===== src/rtl/dlx_pipe_stage_reg.sv =====
// Inter-stage pipeline register for the uDLX pipeline: valid/ready handshake,
// optional 2-entry skid buffer, flush to bubbles with gated control bits.
module dlx_pipe_stage_reg #(
  parameter int unsigned DATA_WIDTH = 84,
  parameter int unsigned CTRL_WIDTH = 8,
  parameter int unsigned SKID_EN    = 1
) (
  input  logic                  clk,
  input  logic                  rst_n,
  input  logic                  flush_in,
  input  logic                  in_valid,
  output logic                  in_ready,
  input  logic [CTRL_WIDTH-1:0] in_ctrl,
  input  logic [DATA_WIDTH-1:0] in_data,
  output logic                  out_valid,
  input  logic                  out_ready,
  output logic [CTRL_WIDTH-1:0] out_ctrl,
  output logic [DATA_WIDTH-1:0] out_data,
  output logic [1:0]            occupancy
);

  logic                  r_main_valid;
  logic [CTRL_WIDTH-1:0] r_main_ctrl;
  logic [DATA_WIDTH-1:0] r_main_data;

  logic                  w_skid_valid;
  logic [CTRL_WIDTH-1:0] w_skid_ctrl;
  logic [DATA_WIDTH-1:0] w_skid_data;

  logic w_clear;
  logic w_in_xfer;
  logic w_main_load;

  assign w_clear     = !rst_n || flush_in;
  assign w_in_xfer   = in_valid && in_ready;
  // Main is free this edge when empty or when its entry leaves downstream.
  assign w_main_load = !r_main_valid || out_ready;

  always_ff @(posedge clk) begin
    if (w_clear) begin
      r_main_valid <= 1'b0;
      r_main_ctrl  <= '0;
      r_main_data  <= '0;
    end else if (w_main_load) begin
      if (w_skid_valid) begin
        r_main_valid <= 1'b1;
        r_main_ctrl  <= w_skid_ctrl;
        r_main_data  <= w_skid_data;
      end else if (w_in_xfer) begin
        r_main_valid <= 1'b1;
        r_main_ctrl  <= in_ctrl;
        r_main_data  <= in_data;
      end else begin
        r_main_valid <= 1'b0;
      end
    end
  end

  generate
    if (SKID_EN != 0) begin : g_skid
      logic                  r_skid_valid;
      logic [CTRL_WIDTH-1:0] r_skid_ctrl;
      logic [DATA_WIDTH-1:0] r_skid_data;

      // Skid only captures while main is stalled; it is always drained into main first.
      always_ff @(posedge clk) begin
        if (w_clear) begin
          r_skid_valid <= 1'b0;
          r_skid_ctrl  <= '0;
          r_skid_data  <= '0;
        end else if (w_main_load && r_skid_valid) begin
          r_skid_valid <= 1'b0;
        end else if (!w_main_load && w_in_xfer) begin
          r_skid_valid <= 1'b1;
          r_skid_ctrl  <= in_ctrl;
          r_skid_data  <= in_data;
        end
      end

      assign w_skid_valid = r_skid_valid;
      assign w_skid_ctrl  = r_skid_ctrl;
      assign w_skid_data  = r_skid_data;
      assign in_ready     = !r_skid_valid;
    end else begin : g_noskid
      assign w_skid_valid = 1'b0;
      assign w_skid_ctrl  = '0;
      assign w_skid_data  = '0;
      assign in_ready     = !r_main_valid || out_ready;
    end
  endgenerate

  assign out_valid = r_main_valid;
  assign out_ctrl  = r_main_valid ? r_main_ctrl : '0;
  assign out_data  = r_main_data;
  assign occupancy = {1'b0, r_main_valid} + {1'b0, w_skid_valid};

endmodule


===== config.mk =====
export PLATFORM = sky130hd
export DESIGN_NAME = dlx_pipe_stage_reg
export DESIGN_NICKNAME = d
export VERILOG_FILES = /design/src/rtl/dlx_pipe_stage_reg.sv
export SDC_FILE = /design/constraint.sdc
export NUM_CORES = 1
export LEC_CHECK = 0
export BUFFER_PORTS_ARGS = -buffer_cell sky130_fd_sc_hd__buf_2
export CAP_MARGIN = 40
export CELL_PAD_IN_SITES_DETAIL_PLACEMENT = 1
export CELL_PAD_IN_SITES_GLOBAL_PLACEMENT = 1
export CORE_UTILIZATION = 36
export DETAILED_ROUTE_END_ITERATION = 6
export PLACE_DENSITY_LB_ADDON = 0.15
export SETUP_SLACK_MARGIN = 0.15
export SKIP_LAST_GASP = 1
export SYNTH_ARGS = -nofsm -noshare
export SYNTH_HDL_FRONTEND = slang
export SYNTH_SLANG_ARGS = --single-unit

===== constraint.sdc =====
create_clock -name clk -period 1.34 [get_ports clk]
set_input_delay 0.134 -clock clk [delete_from_list [all_inputs] [get_ports clk]]
set_output_delay 0.134 -clock clk [all_outputs]
set_load 0.02 [all_outputs]

== After elaboration in Yosys (flattened, before gate mapping) ==
Cells that the tools add are included.

* Memory bits (writable): 0
* Bits in registers: 186
* Bits in latches: 0
* Output and inout bits: 96
* Bits in read-only memories: 0
* Logic and storage cells: 28
* Memories kept: 0

* Bitwise logic cells: 1
* Divide/modulo/power cells: 0
* Multipliers: 0
* Add/sub/neg operators: 1
* Reduce and logical (&&, ||, !) cells: 13
* Equality and inequality tests: 0
* Shifts and indexed selects: 0
* Muxes and demuxes: 7
* Magnitude comparators: 0

{| class="wikitable"
|+ Operator list
! kind !! number
|-
| $mux W84 || 2
|-
| $mux W8 || 3
|-
| $logic_not A1 Y1 || 4
|-
| $reduce_and A2 Y1 || 2
|-
| $logic_and A1 B1 Y1 || 3
|-
| $add A1 B1 Y2 || 1
|-
| $logic_or A1 B1 Y1 || 2
|-
| $mux W1 || 2
|-
| $reduce_bool A2 Y1 || 1
|-
| $reduce_or A2 Y1 || 1
|-
| $not A1 Y1 || 1
|}

== Logic depth before layout (Yosys ltp) ==
* Depth after elaboration: 5
* Depth in mapped cells: 6

== Least setup slack after synthesis ==
Ideal clock, no wire load.

* Path type: register to register
* Start: register r_main_valid (netlist: out_valid)
* End: register g_skid.r_skid_data[10]
* Stages on the path, launching flop included: 7
* Required time: 1270 ps
* Library setup time: 70 ps
* Path slack: -107 ps
* Clock period less this slack: 1447 ps
* Buffers on the path: 3
* Data arrival time: 1377 ps
* Path through: dfxtp_1 -> buf_2 -> and4bb_2 -> buf_2 -> buf_2 -> nand2_1 -> a21oi_1

* Longest elaborated chain between the ends: 5
* Elaborated cells between the ends (all ways): 7
* Classes of those cells: 1 x bitwise; 6 x reduce/logical

{| class="wikitable"
|+ Ends and longest elaborated chain
! element !! RTL line !! source
|-
| start, declared || 22 || <nowiki>logic r_main_valid;</nowiki>
|-
| start signal, assigned || 41 || <nowiki>r_main_valid <= 1'b0;</nowiki>
|-
| start signal, assigned || 46 || <nowiki>r_main_valid <= 1'b1;</nowiki>
|-
| start signal, assigned || 50 || <nowiki>r_main_valid <= 1'b1;</nowiki>
|-
| $logic_not A1 Y1 (*) || 37 || <nowiki>assign w_main_load = !r_main_valid || out_ready;</nowiki>
|-
| $logic_or A1 B1 Y1 (*) || 37 ||
|-
| $logic_not A1 Y1 / $logic_and A1 B1 Y1 (equally long branches) || 73, 71 ||
|-
| $logic_and A1 B1 Y1 / $not A1 Y1 (equally long branches) || -- ||
|-
| $reduce_and A2 Y1 (no line) (*) || -- ||
|-
| end signal, assigned || 76 || <nowiki>r_skid_data <= in_data;</nowiki>
|-
| end, declared || 63 || <nowiki>logic [DATA_WIDTH-1:0] r_skid_data;</nowiki>
|}

Mark *: on every way between the ends. The rest lies on a longest branch, timed or not.
A chain may end at the register's enable or synchronous reset.

== Worst setup path after layout ==
* Start: register r_main_valid (netlist: out_valid)
* End: register g_skid.r_skid_ctrl[6]

* Longest elaborated chain between the ends: 5
* Elaborated cells between the ends (all ways): 7
* Classes of those cells: 1 x bitwise; 6 x reduce/logical

{| class="wikitable"
|+ Ends and longest elaborated chain
! element !! RTL line !! source
|-
| $logic_not A1 Y1 (*) || 37 ||
|-
| $logic_or A1 B1 Y1 (*) || 37 ||
|-
| $logic_not A1 Y1 / $logic_and A1 B1 Y1 (equally long branches) || 73, 71 ||
|-
| $logic_and A1 B1 Y1 / $not A1 Y1 (equally long branches) || -- ||
|-
| $reduce_and A2 Y1 (no line) (*) || -- ||
|-
| end signal, assigned || 75 || <nowiki>r_skid_ctrl <= in_ctrl;</nowiki>
|-
| end, declared || 62 || <nowiki>logic [CTRL_WIDTH-1:0] r_skid_ctrl;</nowiki>
|}

Marks and branches as above.

==> impl_summary.txt <==
----------------------------------------------------
[Worst setup path]
  Delay-heaviest family, CP ... buffers and inverters
  Sequence of cells on the critical path ... buf_6, and4bb_4, buf_12, buf_8, clkbuf_16, nand2_2, a21oi_1
  Data required, critical path ... 1.70 ns
  Master of the slowest instance on the critical path ... sky130_fd_sc_hd__dfxtp_4
  CP Class ... reg -> reg
  Max FO, Critical Path ... 7
  Critical path buffers and inverters ... 4
  Biggest cell delay along the critical path ... 0.36 ns
  Critical path launch point type ... flop
  Worst endpoint data arrival time ... 1.88 ns
  Critical Path Sink Type ... flop

[Pwr]
  Leakage power summed over all cells ... 0.005194 uW
  Proportion of total power due to net switching ... 0.2869
  Internal cell power ... 9556 uW
  Final Power ... 13400 uW
  IR Drop Worst-Case VDD ... 0.8911 mV
  Sequential share of power ... 0.431
  Cell Pwr Density ... 991.4 nW/um^2
  Power spent charging and discharging nets ... 3845 uW
  Part of the power in the clock network ... 0.400
  Proportion of power drawn by combinational gates ... 0.169

[Cells and area]
  Antenna diodes ... 0
  Area growth syn-to-layout ... 70.79%
  Final core utilization ... 0.6350
  Final non-filler cell area ... 13520 um^2
  Sequential cell area ... 3736 um^2
  Filler instances ... 2237
  Commonest cells after routing, fill and taps aside ... 180 x sky130_fd_sc_hd__dfxtp_1, 180 x sky130_fd_sc_hd__buf_2, 132 x sky130_fd_sc_hd__nand2_1, 92 x sky130_fd_sc_hd__dlygate4sd3_1, 84 x sky130_fd_sc_hd__a211oi_2
  Multi-input combinational cell area ... 4795 um^2
  Fraction of final layout cells sized beyond drive strength 1 ... 0.5102
  Final net count ... 1267

[Synthesis]
  Fraction of post-synthesis cell area in the top cell type by area ... 0.4704
  Number of different library cells in the post-synthesis netlist ... 21
  Total nets after synthesis ... 939
  Post-synthesis sequential element count ... 186
  Synthesis Warnings ... 0
  Main area contributors after synthesis ... sky130_fd_sc_hd__dfxtp_1 47%, sky130_fd_sc_hd__a211oi_2 13%, sky130_fd_sc_hd__a21oi_1 12%, sky130_fd_sc_hd__mux2i_1 12%, sky130_fd_sc_hd__nand2_1 8.7%
  Post-synthesis cell count ... 841
  Synthesized cell area ... 7915 um^2
  Synthesized area per cell ... 9.412 um^2
  Proportion of synthesized chip area in sequential cells ... 0.4704
  Yosys top cell by area ... sky130_fd_sc_hd__dfxtp_1

[STA]
  Setup Viol. Count Final ... 157
  Period utilization ... 1.129
  Worst Skew ... 0.01633 ns
  Top achievable clock speed ... 661.1 MHz
  Relative max-transition margin ... 0.7184
  Transition time at the pin with the least slew margin ... 0.4224 ns
  Final critical-path setup slack ... -0.1726 ns
  Final number of hold-violating endpoints ... 0
  RSZ-0062 raised after global routing ... true
  Fin crit period ... 1.513 ns
  Setup TNS Final ... -8.225 ns
  Count of final max-slew check failures ... 0

[Global route]
  All-Layer GR Usage ... 0.2518
  Final global-route overflow total ... 0
  Number of global-route vias before repair ... 7762
  Initial antenna violation count ... 0
  Pin count of the biggest net entering global routing ... 71
  Wire length of the first global-routing pass ... 43330 um

[Run status]
  Run status ... finished, violations left
  Failing checks ... setup timing

[Floorplanning]
  Total Die Area ... 22580 um^2
  Core outline area ... 21290 um^2
  Die extent in x ... 150.3 um
  Initial core utilization ... 0.3718
  Die Y-Extent ... 150.3 um
  Top-Level Pins ... 193
  Row count ... 53

[Route]
  Routed len/inst ... 23.98 um
  Remaining antenna violation count after routing ... 0
  Routed vias/inst ... 5.437
  Post-Route WL ... 34940 um
  Initial detailed-routing violation count ... 374
  Detailed-route via count ... 7921
  Drt drc ... 0
  DR pass1 iterations ... 4

[Clocking]
  H-Tree Level Count ... 4
  Later-pin clock latency in the skew report ... 0.45 ns
  Max clock buf depth ... 2
  CTS Buf Count ... 17
  TritonCTS clock tree ... yes
  Root buf cell ... sky130_fd_sc_hd__clkbuf_16
  CTS clk-pin slew, worst paths ... 0.07 ns
  Sink Count ... 186

[Job]
  Number of max-cap violations ... 0

[Placed design]
  HPWL after DPL ... 14520 um
  GP Congestion ... 0.7274
  Post-place instance area ... 9298 um^2
  IO Port Bufs ... 192
  Post-place setup slack ... -0.01754 ns

[Hold path]
  Worst hold path type ... in -> reg

----------------------------------------------------
[final cells by class]
| class | instances | area share |
|---|---|---|
| multi-input cells | 571 | 0.3547 |
| inverters | 1 | 0.0002777 |
| flip-flops and latches | 186 | 0.2764 |
| clock buffers | 17 | 0.03147 |
| clock inverters | 15 | 0.01314 |
| well taps | 275 | 0.02545 |
| repair buffers | 392 | 0.2986 |
[power groups by stage]
stage / sequential, uW / clock [uW] / combinational (uW)
after floorplan: 6000 / 0 / 712
after global placement: 5870 / 0 / 1340
after detailed placement: 5870 / 0 / 1360
after global routing: 5790 / 5640 / 2370
final: 5780 / 5360 / 2260
after CTS: 5750 / 5380 / 1900
[state kept, by name, indices dropped and copies added, names as in the netlist]
| signal | cells |
|---|---|
| g_skid.r_skid_ctrl | 8 |
| r_main_ctrl | 8 |
| out_valid | 1 |
| g_skid.r_skid_data | 84 |
| g_skid.r_skid_valid | 1 |
| out_data | 84 |
[tightest hold or removal path: cells and delay by family]
kind,cells,cell delay (ns)
simple gates,1,0.07
compound gates,1,0.12
buf+inv,1,0.17
[per-layer routing]
| layer | global-route usage | vias to the layer above | wire [um] |
|---|---|---|---|
| li1 | - | 3643 | - |
| met1 | 0.3133 | 3989 | 14320 |
| met2 | 0.4341 | 225 | 18010 |
| met3 | 0.04515 | 64 | 1627 |
| met4 | 0.08788 | 0 | 986 |
| met5 | 0 | - | 0 |
[path summary, 6_finish.rpt]
kind | start | endpoint | cells past startpoint | slack [ns]
setup reg to reg | out_valid | g_skid.r_skid_ctrl[6] | 7 | -0.17
setup / recovery | out_valid | g_skid.r_skid_ctrl[6] | 7 | -0.17
hold / removal | in_valid | out_valid | 3 | 0.08
hold reg to reg | g_skid.r_skid_ctrl[1] | g_skid.r_skid_ctrl[1] | 2 | 0.46
[synth_stat cells]
cell                        instances
sky130_fd_sc_hd__buf_4              1
sky130_fd_sc_hd__mux2i_1           92
sky130_fd_sc_hd__clkbuf_2           1
sky130_fd_sc_hd__a211oi_2          80
sky130_fd_sc_hd__nand4bb_1          1
sky130_fd_sc_hd__buf_1              5
sky130_fd_sc_hd__nand2_1          184
sky130_fd_sc_hd__buf_2             35
sky130_fd_sc_hd__a21oi_1          185
sky130_fd_sc_hd__nand2b_1           2
sky130_fd_sc_hd__a211oi_1          12
sky130_fd_sc_hd__dfxtp_1          186
sky130_fd_sc_hd__inv_1              1
sky130_fd_sc_hd__ha_1               1
sky130_fd_sc_hd__or2_1              1
sky130_fd_sc_hd__buf_6             10
sky130_fd_sc_hd__nor2_1             1
sky130_fd_sc_hd__and2_1             9
sky130_fd_sc_hd__and4bb_2           1
sky130_fd_sc_hd__nor3_1             1
sky130_fd_sc_hd__clkbuf_1          32
[logic make-up (layout without fill, tap and decap cells)]
logic type               Yosys count  count (layout)  share of synthesized area
multiplexers                      92              92                     0.1163
AND/OR/NAND/NOR                  200             201                     0.1009
AO/OA/AOI/OAI                    277             277                     0.2548
adder cells (fa/ha/maj)            1               1                   0.001581
flip-flops                       186             186                     0.4704
buffers and inverters             85             425                    0.05596
[stage by stage]
| step | hold WS, ns | cells |
|---|---|---|
| 6_report | 0.08330 | 1457 |
| 3_3_place_gp | 0.3891 | 1255 |
| 3_5_place_dp | 0.3936 | 1255 |
| 4_1_cts | 0.06686 | 1422 |
| 2_1_floorplan | 0.2700 | 841 |
| 5_1_grt | 0.1136 | 1457 |
[timing repair]
item | CTS | global route
endpoints found under the hold margin | 92 | 0
gates cloned | 20 | 26
gates resized for setup | 99 | 229
buffers inserted | 23 | 9
hold buffers | 92 | 0
pin swaps | 3 | 62
setup endpoints to repair | 192 | 203
No activity file was read; power rests on OpenSTA's default activity.
